--- src/rtl/servo_frame_sched.sv ---
// -----------------------------------------------------------------------------
// servo_frame_sched
//
// Four-channel hobby-servo PWM frame scheduler. A prescaler divides clk into
// timing ticks. A frame counter divides those ticks into servo frames. Each
// frame is split into four equal slots, one per channel. At the start of a
// slot the owning channel's output goes high for W = 100 + 14*pos ticks. The
// output then stays low for the rest of the slot. After slot 3 every output
// stays low until the frame counter wraps.
//
// Configuration is double-buffered. A write lands in a per-channel shadow
// register. The shadow is copied to the active register only in the single
// LOAD cycle at the frame boundary, so a write can never reshape a pulse that
// is already in progress.
//
// Ports
//   clk         system clock, single clock domain
//   rst         synchronous, active-high reset
//   wr_en       one-cycle configuration write strobe
//   wr_ch       channel (0..3) addressed by the write
//   wr_pos      position code (0..7) for that channel
//   wr_ena      channel enable written together with the position
//   servo       per-channel PWM outputs, registered; bit n drives servo n
//   frame_start one-cycle pulse on the first cycle of each frame
//   pending     high while a written configuration has not yet been applied
// -----------------------------------------------------------------------------
module servo_frame_sched #(
  parameter int TICK_DIV    = 500,
  parameter int SLOT_TICKS  = 250,
  parameter int FRAME_TICKS = 2000
) (
  input  logic       clk,
  input  logic       rst,
  input  logic       wr_en,
  input  logic [1:0] wr_ch,
  input  logic [2:0] wr_pos,
  input  logic       wr_ena,
  output logic [3:0] servo,
  output logic       frame_start,
  output logic       pending
);

  localparam int PRESC_W = (TICK_DIV > 1) ? $clog2(TICK_DIV) : 1;
  localparam int FRAME_W = (FRAME_TICKS > 1) ? $clog2(FRAME_TICKS) : 1;
  // The slot tick counter also holds pulse widths of up to 198, so it is
  // never narrower than 8 bits.
  localparam int SLOT_CW = $clog2(SLOT_TICKS + 1);
  localparam int SLOT_W  = (SLOT_CW > 8) ? SLOT_CW : 8;

  typedef enum logic [2:0] {
    IDLE  = 3'd0,
    LOAD  = 3'd1,
    PULSE = 3'd2,
    GAP   = 3'd3,
    REST  = 3'd4
  } state_t;

  state_t              r_state;
  state_t              w_state_next;

  logic [PRESC_W-1:0]  r_presc;
  logic                w_tick;
  logic                r_tick_d;
  logic [FRAME_W-1:0]  r_frame_cnt;
  logic                w_frame_wrap;

  logic [1:0]          r_slot;
  logic [1:0]          w_slot_next;
  logic [SLOT_W-1:0]   r_slot_tick;
  logic [SLOT_W-1:0]   w_slot_tick_next;
  logic [SLOT_W-1:0]   w_slot_tick_inc;
  logic [7:0]          w_width;

  logic [2:0]          r_sh_pos  [4];
  logic [3:0]          r_sh_ena;
  logic [2:0]          r_act_pos [4];
  logic [3:0]          r_act_ena;

  logic [3:0]          w_servo_next;
  logic                w_frame_start_next;
  logic [3:0]          r_servo;
  logic                r_frame_start;
  logic                r_pending;

  // ---------------------------------------------------------------------------
  // Prescaler: counts 0..TICK_DIV-1. The tick is asserted on the wrap cycle.
  // ---------------------------------------------------------------------------
  assign w_tick = (r_presc == PRESC_W'(TICK_DIV - 1));

  // NOTE: sequential state is written with non-blocking assignments. Every
  // flop then samples the values from before the edge, whatever order the
  // blocks run in.
  always_ff @(posedge clk) begin
    if (rst) begin
      r_presc  <= '0;
      r_tick_d <= 1'b0;
    end else begin
      r_presc  <= w_tick ? '0 : r_presc + PRESC_W'(1);
      r_tick_d <= w_tick;
    end
  end

  // ---------------------------------------------------------------------------
  // Frame counter: 0..FRAME_TICKS-1, one step per tick. It is held at 0 in IDLE
  // so that the first frame is aligned to the first tick after reset.
  // ---------------------------------------------------------------------------
  assign w_frame_wrap = w_tick && (r_frame_cnt == FRAME_W'(FRAME_TICKS - 1));

  always_ff @(posedge clk) begin
    if (rst || r_state == IDLE) begin
      r_frame_cnt <= '0;
    end else if (w_tick) begin
      r_frame_cnt <= w_frame_wrap ? '0 : r_frame_cnt + FRAME_W'(1);
    end
  end

  // ---------------------------------------------------------------------------
  // Shadow and active configuration.
  // A write in the LOAD cycle updates the shadow, while the active register
  // picks up the shadow value from before that write. The write is therefore
  // applied at the following frame start.
  // ---------------------------------------------------------------------------
  // NOTE: this storage is plain flip-flops with an explicit reset, not an
  // inferred RAM. A freshly reset block therefore holds every channel
  // disabled, rather than holding undefined contents.
  always_ff @(posedge clk) begin
    if (rst) begin
      for (int i = 0; i < 4; i++) begin
        r_sh_pos[i] <= 3'd0;
      end
      r_sh_ena <= 4'b0000;
    end else if (wr_en) begin
      r_sh_pos[wr_ch] <= wr_pos;
      r_sh_ena[wr_ch] <= wr_ena;
    end
  end

  always_ff @(posedge clk) begin
    if (rst) begin
      for (int i = 0; i < 4; i++) begin
        r_act_pos[i] <= 3'd0;
      end
      r_act_ena <= 4'b0000;
    end else if (r_state == LOAD) begin
      r_act_pos <= r_sh_pos;
      r_act_ena <= r_sh_ena;
    end
  end

  // A write coinciding with LOAD keeps pending set, because the copy taken in
  // that cycle does not include the write.
  always_ff @(posedge clk) begin
    if (rst) begin
      r_pending <= 1'b0;
    end else if (wr_en) begin
      r_pending <= 1'b1;
    end else if (r_state == LOAD) begin
      r_pending <= 1'b0;
    end
  end

  // ---------------------------------------------------------------------------
  // Slot sequencing.
  // LOAD takes one clk cycle out of the first tick period. Slot timing is
  // therefore counted on the cycle after each tick (r_tick_d). This makes each
  // pulse exactly W*TICK_DIV clk cycles long. Every slot edge lands one cycle
  // after its nominal position, measured from frame_start.
  // ---------------------------------------------------------------------------
  assign w_width         = 8'd100 + ({5'd0, r_act_pos[r_slot]} * 8'd14);
  assign w_slot_tick_inc = r_slot_tick + SLOT_W'(1);

  always_ff @(posedge clk) begin
    if (rst) begin
      r_state     <= IDLE;
      r_slot      <= 2'd0;
      r_slot_tick <= '0;
    end else begin
      r_state     <= w_state_next;
      r_slot      <= w_slot_next;
      r_slot_tick <= w_slot_tick_next;
    end
  end

  always_comb begin
    // NOTE: every signal written here gets a default value first. No path
    // through the case can then leave a signal unassigned, so no latch is
    // inferred.
    w_state_next       = r_state;
    w_slot_next        = r_slot;
    w_slot_tick_next   = r_slot_tick;
    w_servo_next       = 4'b0000;
    w_frame_start_next = 1'b0;

    case (r_state)
      IDLE: begin
        if (w_tick) begin
          w_state_next = LOAD;
        end
      end

      LOAD: begin
        w_frame_start_next = 1'b1;
        w_slot_next        = 2'd0;
        w_slot_tick_next   = '0;
        w_state_next       = PULSE;
      end

      PULSE: begin
        // A disabled channel still walks through PULSE, so the slot timing
        // is identical whether or not the channel drives its output.
        w_servo_next[r_slot] = r_act_ena[r_slot];
        if (r_tick_d) begin
          w_slot_tick_next = w_slot_tick_inc;
          if (w_slot_tick_inc == SLOT_W'(w_width)) begin
            w_state_next = GAP;
          end
        end
      end

      GAP: begin
        if (r_tick_d) begin
          w_slot_tick_next = w_slot_tick_inc;
          if (w_slot_tick_inc == SLOT_W'(SLOT_TICKS)) begin
            w_slot_tick_next = '0;
            if (r_slot == 2'd3) begin
              w_state_next = REST;
            end else begin
              w_slot_next  = r_slot + 2'd1;
              w_state_next = PULSE;
            end
          end
        end
      end

      REST: begin
        if (w_frame_wrap) begin
          w_state_next = LOAD;
        end
      end

      default: begin
        w_state_next = IDLE;
      end
    endcase
  end

  // ---------------------------------------------------------------------------
  // Registered outputs. The pins are driven straight from flops, so they are
  // glitch-free. servo and frame_start share the same one-cycle lag, which
  // keeps their relative timing exact.
  // ---------------------------------------------------------------------------
  always_ff @(posedge clk) begin
    if (rst) begin
      r_servo       <= 4'b0000;
      r_frame_start <= 1'b0;
    end else begin
      r_servo       <= w_servo_next;
      r_frame_start <= w_frame_start_next;
    end
  end

  assign servo       = r_servo;
  assign frame_start = r_frame_start;
  assign pending     = r_pending;

endmodule
--- config.mk ---
export PLATFORM = sky130hd
export DESIGN_NAME = servo_frame_sched
export DESIGN_NICKNAME = d
export VERILOG_FILES = /design/src/rtl/servo_frame_sched.sv
export SDC_FILE = /design/constraint.sdc
export NUM_CORES = 1
export LEC_CHECK = 0
export CORE_MARGIN = 1.5
export CORE_UTILIZATION = 54
export DETAILED_ROUTE_END_ITERATION = 8
export PLACE_DENSITY = 0.85
export SETUP_SLACK_MARGIN = 0.05
export SLEW_MARGIN = 25
export SYNTH_ARGS = -nofsm -noshare
export SYNTH_HDL_FRONTEND = slang
export SYNTH_SLANG_ARGS = --single-unit
--- constraint.sdc ---
create_clock -name clk -period 3.45 [get_ports clk]
set_input_delay 0.345 -clock clk [delete_from_list [all_inputs] [get_ports clk]]
set_output_delay 0.345 -clock clk [all_outputs]
set_load 0.01 [all_outputs]
==> flow_summary.ini, run 1 <==
[global_routing]
antenna_found_initial = 0
busiest_layer = met2
grt.met3_usage = 0.06627
grt_pass1_wl_um = 12130
grt_pass1_vias = 2687
grt_usage = 0.2120
grt_util_met1 = 0.2535
overflow = 0
grt_max_degree = 36
grt_util_met2 = 0.3482

[placed_design]
dpl.hpwl_um = 4793
dpl.cell_count = 474
port_buffers = 14
gp_congestion = 0.8528

[floorplan]
die_height_um = 83.95
start_util = 0.5572
io_pins = 15
coreArea_um2 = 6350
rows = 29
fp.dieW_um = 83.95
dieArea_um2 = 7048

[clocking]
cts.clk_slew.worst_paths_ns = 0.08
cts_tree = yes
insertion_delay_ns = 0.36
cts_root_buf = clkbuf_8
cts_buffers = 9
cts.sinks = 72
cts_max_path_buffers = 2
cts_hold_buf = 0
h-tree-depth = 3

[yosys]
synth-main-ff-cell = dfxtp_1
seq_area_frac_synth = 0.4074
synth-edff-count = 0
synth_area_um2 = 3538
yosysWarnings = 0
ys_types = 42
async_reset_ff_frac = 0
syn_inst = 402
syn_area_per_cell_um2 = 8.802
synth_nets = 428
synth_seq_cells = 72

[power_and_ir_drop]
worst_ir_drop_vdd_mv = 0.3890
p_leak_nw = 1.539
seqPwrFrac = 0.532
p_per_area_nw_per_um2 = 402.6
combPwrFrac = 0.031
p_int_mw = 1.237
switching_share = 0.2222
p_clk_frac = 0.437
p_switching_mw = 0.3535

[cells_and_area]
multi_input_area_um2 = 1969
n_antenna_cell = 0
seqCellArea_um2 = 1445
finalNonFillerCells = 495
area_growth_pct = 11.67
drive_gt1_frac = 0.09091
final_nets = 439
finish.utilization = 0.6223
fill_cells = 495

[timing]
finalSetupViolCount = 0
hold_violations = 0
fmax_mhz = 299.6
worst_slew_pin_slew_ns = 0.8803
finalSetupTns_ns = 0
finalMaxSlewViolations = 0
period_minus_slack_ns = 3.338
skew_ns = 0.01053
period_share = 0.9676
slew_headroom = 0.4118
rsz0062_at_grt = true

[routing]
routed_wl_um = 6970
drtPass1Iterations = 5
vias = 2759
postRouteAntennaNets = 0
first_iter_violations = 202
viasPerCell = 5.574
wl_per_cell_um = 14.08
drc = 0

[worst_setup_path]
worstPathMaxFanout = 5
end_kind = flop
crit_type = reg2reg
required_ns = 3.73
start_kind = flop
critPathArrivalTime_ns = 3.62

[job]
max-cap-violations = 0

[status]
status = completed

[worst_hold_path]
hold_path_class = reg2reg
## power groups by stage
| stage | Sequential [mW] | Clock (mW) | Combinational, mW |
|---|---|---|---|
| floorplan | 0.865 | 0 | 0.0297 |
| global placement | 0.865 | 0 | 0.0475 |
| detailed placement | 0.866 | 0 | 0.0492 |
| CTS | 0.847 | 0.706 | 0.0494 |
| global route | 0.847 | 0.743 | 0.0541 |
| finish | 0.846 | 0.695 | 0.0494 |
## cells in the mapped netlist, types with 5 or more instances
cell type	n	share of area
xnor2_1	13	0.032
xor2_1	18	0.045
dfxtp_1	72	0.41
and3_1	7	0.012
nand4_1	6	0.011
nand3_1	16	0.023
mux2i_1	18	0.051
mux4_2	5	0.032
a21oi_1	33	0.047
clkbuf_1	14	0.015
nand2b_1	6	0.011
nand2_1	52	0.055
nor3_1	8	0.011
o21ai_0	6	0.0085
inv_1	9	0.0095
nor2_1	54	0.057
ha_1	15	0.053
and2_1	5	0.0088
## cell type report
cell class	count	share of cell area
Multi-Input combinational cell	299	0.4984
Sequential cell	72	0.3657
Timing Repair Buffer	22	0.05066
Clock buffer	12	0.03927
Tap cell	77	0.02438
Clock inverter	4	0.01298
Inverter	9	0.008550
## worst paths after layout
check / start / endpoint / slack (ns) / cells after the start
max reg2reg: r_slot[0] / r_state[0] / 0.11 / 11
min: r_presc[0] / r_presc[0] / 0.45 / 1
max: r_slot[0] / r_state[0] / 0.11 / 11
min reg2reg: r_presc[0] / r_presc[0] / 0.45 / 1
## flip-flops by register name, summed over array words and instances, names as in the netlist
signal	count
frame_start	1
pending	1
r_act_ena	4
r_act_pos	12
r_frame_cnt	11
r_presc	9
r_sh_ena	4
r_sh_pos	12
r_slot	2
r_slot_tick	8
r_state	3
r_tick_d	1
servo	4
## cells in the final DEF (no fill, tap or decap), types with 4 or more instances in the layout
master	count
nor2_1	53
xor2_1	18
nand4_1	6
mux4_2	5
ha_1	14
nand3_1	16
mux2i_1	18
buf_4	8
nand2_1	52
o21ai_0	6
nand3b_1	4
clkbuf_8	11
a21oi_1	33
and3_1	7
xnor2_1	13
and2_1	5
nor3_1	8
clkdlybuf4s50_1	14
dfxtp_1	71
inv_1	9
nand2b_1	6
## timing repair
item / in CTS / in global routing
resized for setup: 1 / 2
endpoints found under the setup margin: 1 / 1
pin swaps: 0 / 5
buffers inserted: 2 / 3
## critical path, stage by stage (launching register included)
cell and delay [ns]:
dfxtp_4 0.39, mux4_2 0.53, fa_1 0.51, ha_2 0.22
fa_1 0.52, nand3b_1 0.12, xor2_1 0.17, xnor2_1 0.15
buf_4 0.14, nor3_1 0.19, o211ai_1 0.13, o31ai_2 0.18
## logic make-up after synthesis
logic type,count (synthesis),synth area share
AND/OR/NAND/NOR,171,0.2238
buffers and inverters,31,0.03748
AO/OA/AOI/OAI,53,0.08840
XOR/XNOR,33,0.08946
adder cells (fa/ha/maj),17,0.06436
multiplexers,25,0.08911
flip-flops,72,0.4074
## routing by layer
layer,up-vias,part of all wire
met5,-,0
met3,17,0.037
met2,51,0.50
li1,1388,-
met4,0,0.021
met1,1303,0.45
## per-stage QoR
stage / power [mW] / hold WS (ns) / setup slack, ns / cell area [um2]
global placement: 0.9129 / 0.4285 / 0.1306 / 3699
global route: 1.644 / 0.4646 / -0.02972 / 3951
finish: 1.591 / 0.4466 / 0.1119 / 3951
CTS: 1.602 / 0.4514 / 0.05486 / 3921
floorplan: 0.8945 / 0.4175 / 0.1325 / 3538
detailed placement: 0.9152 / 0.4357 / -0.06724 / 3699
(Power assumes the default switching activity.)
==> run 2: changes to the inputs <==
Settings changed: TNS_END_PERCENT set to 1.
==> results of run 2 <==
Final layout, timing and power as in run 1 (identical DEF).
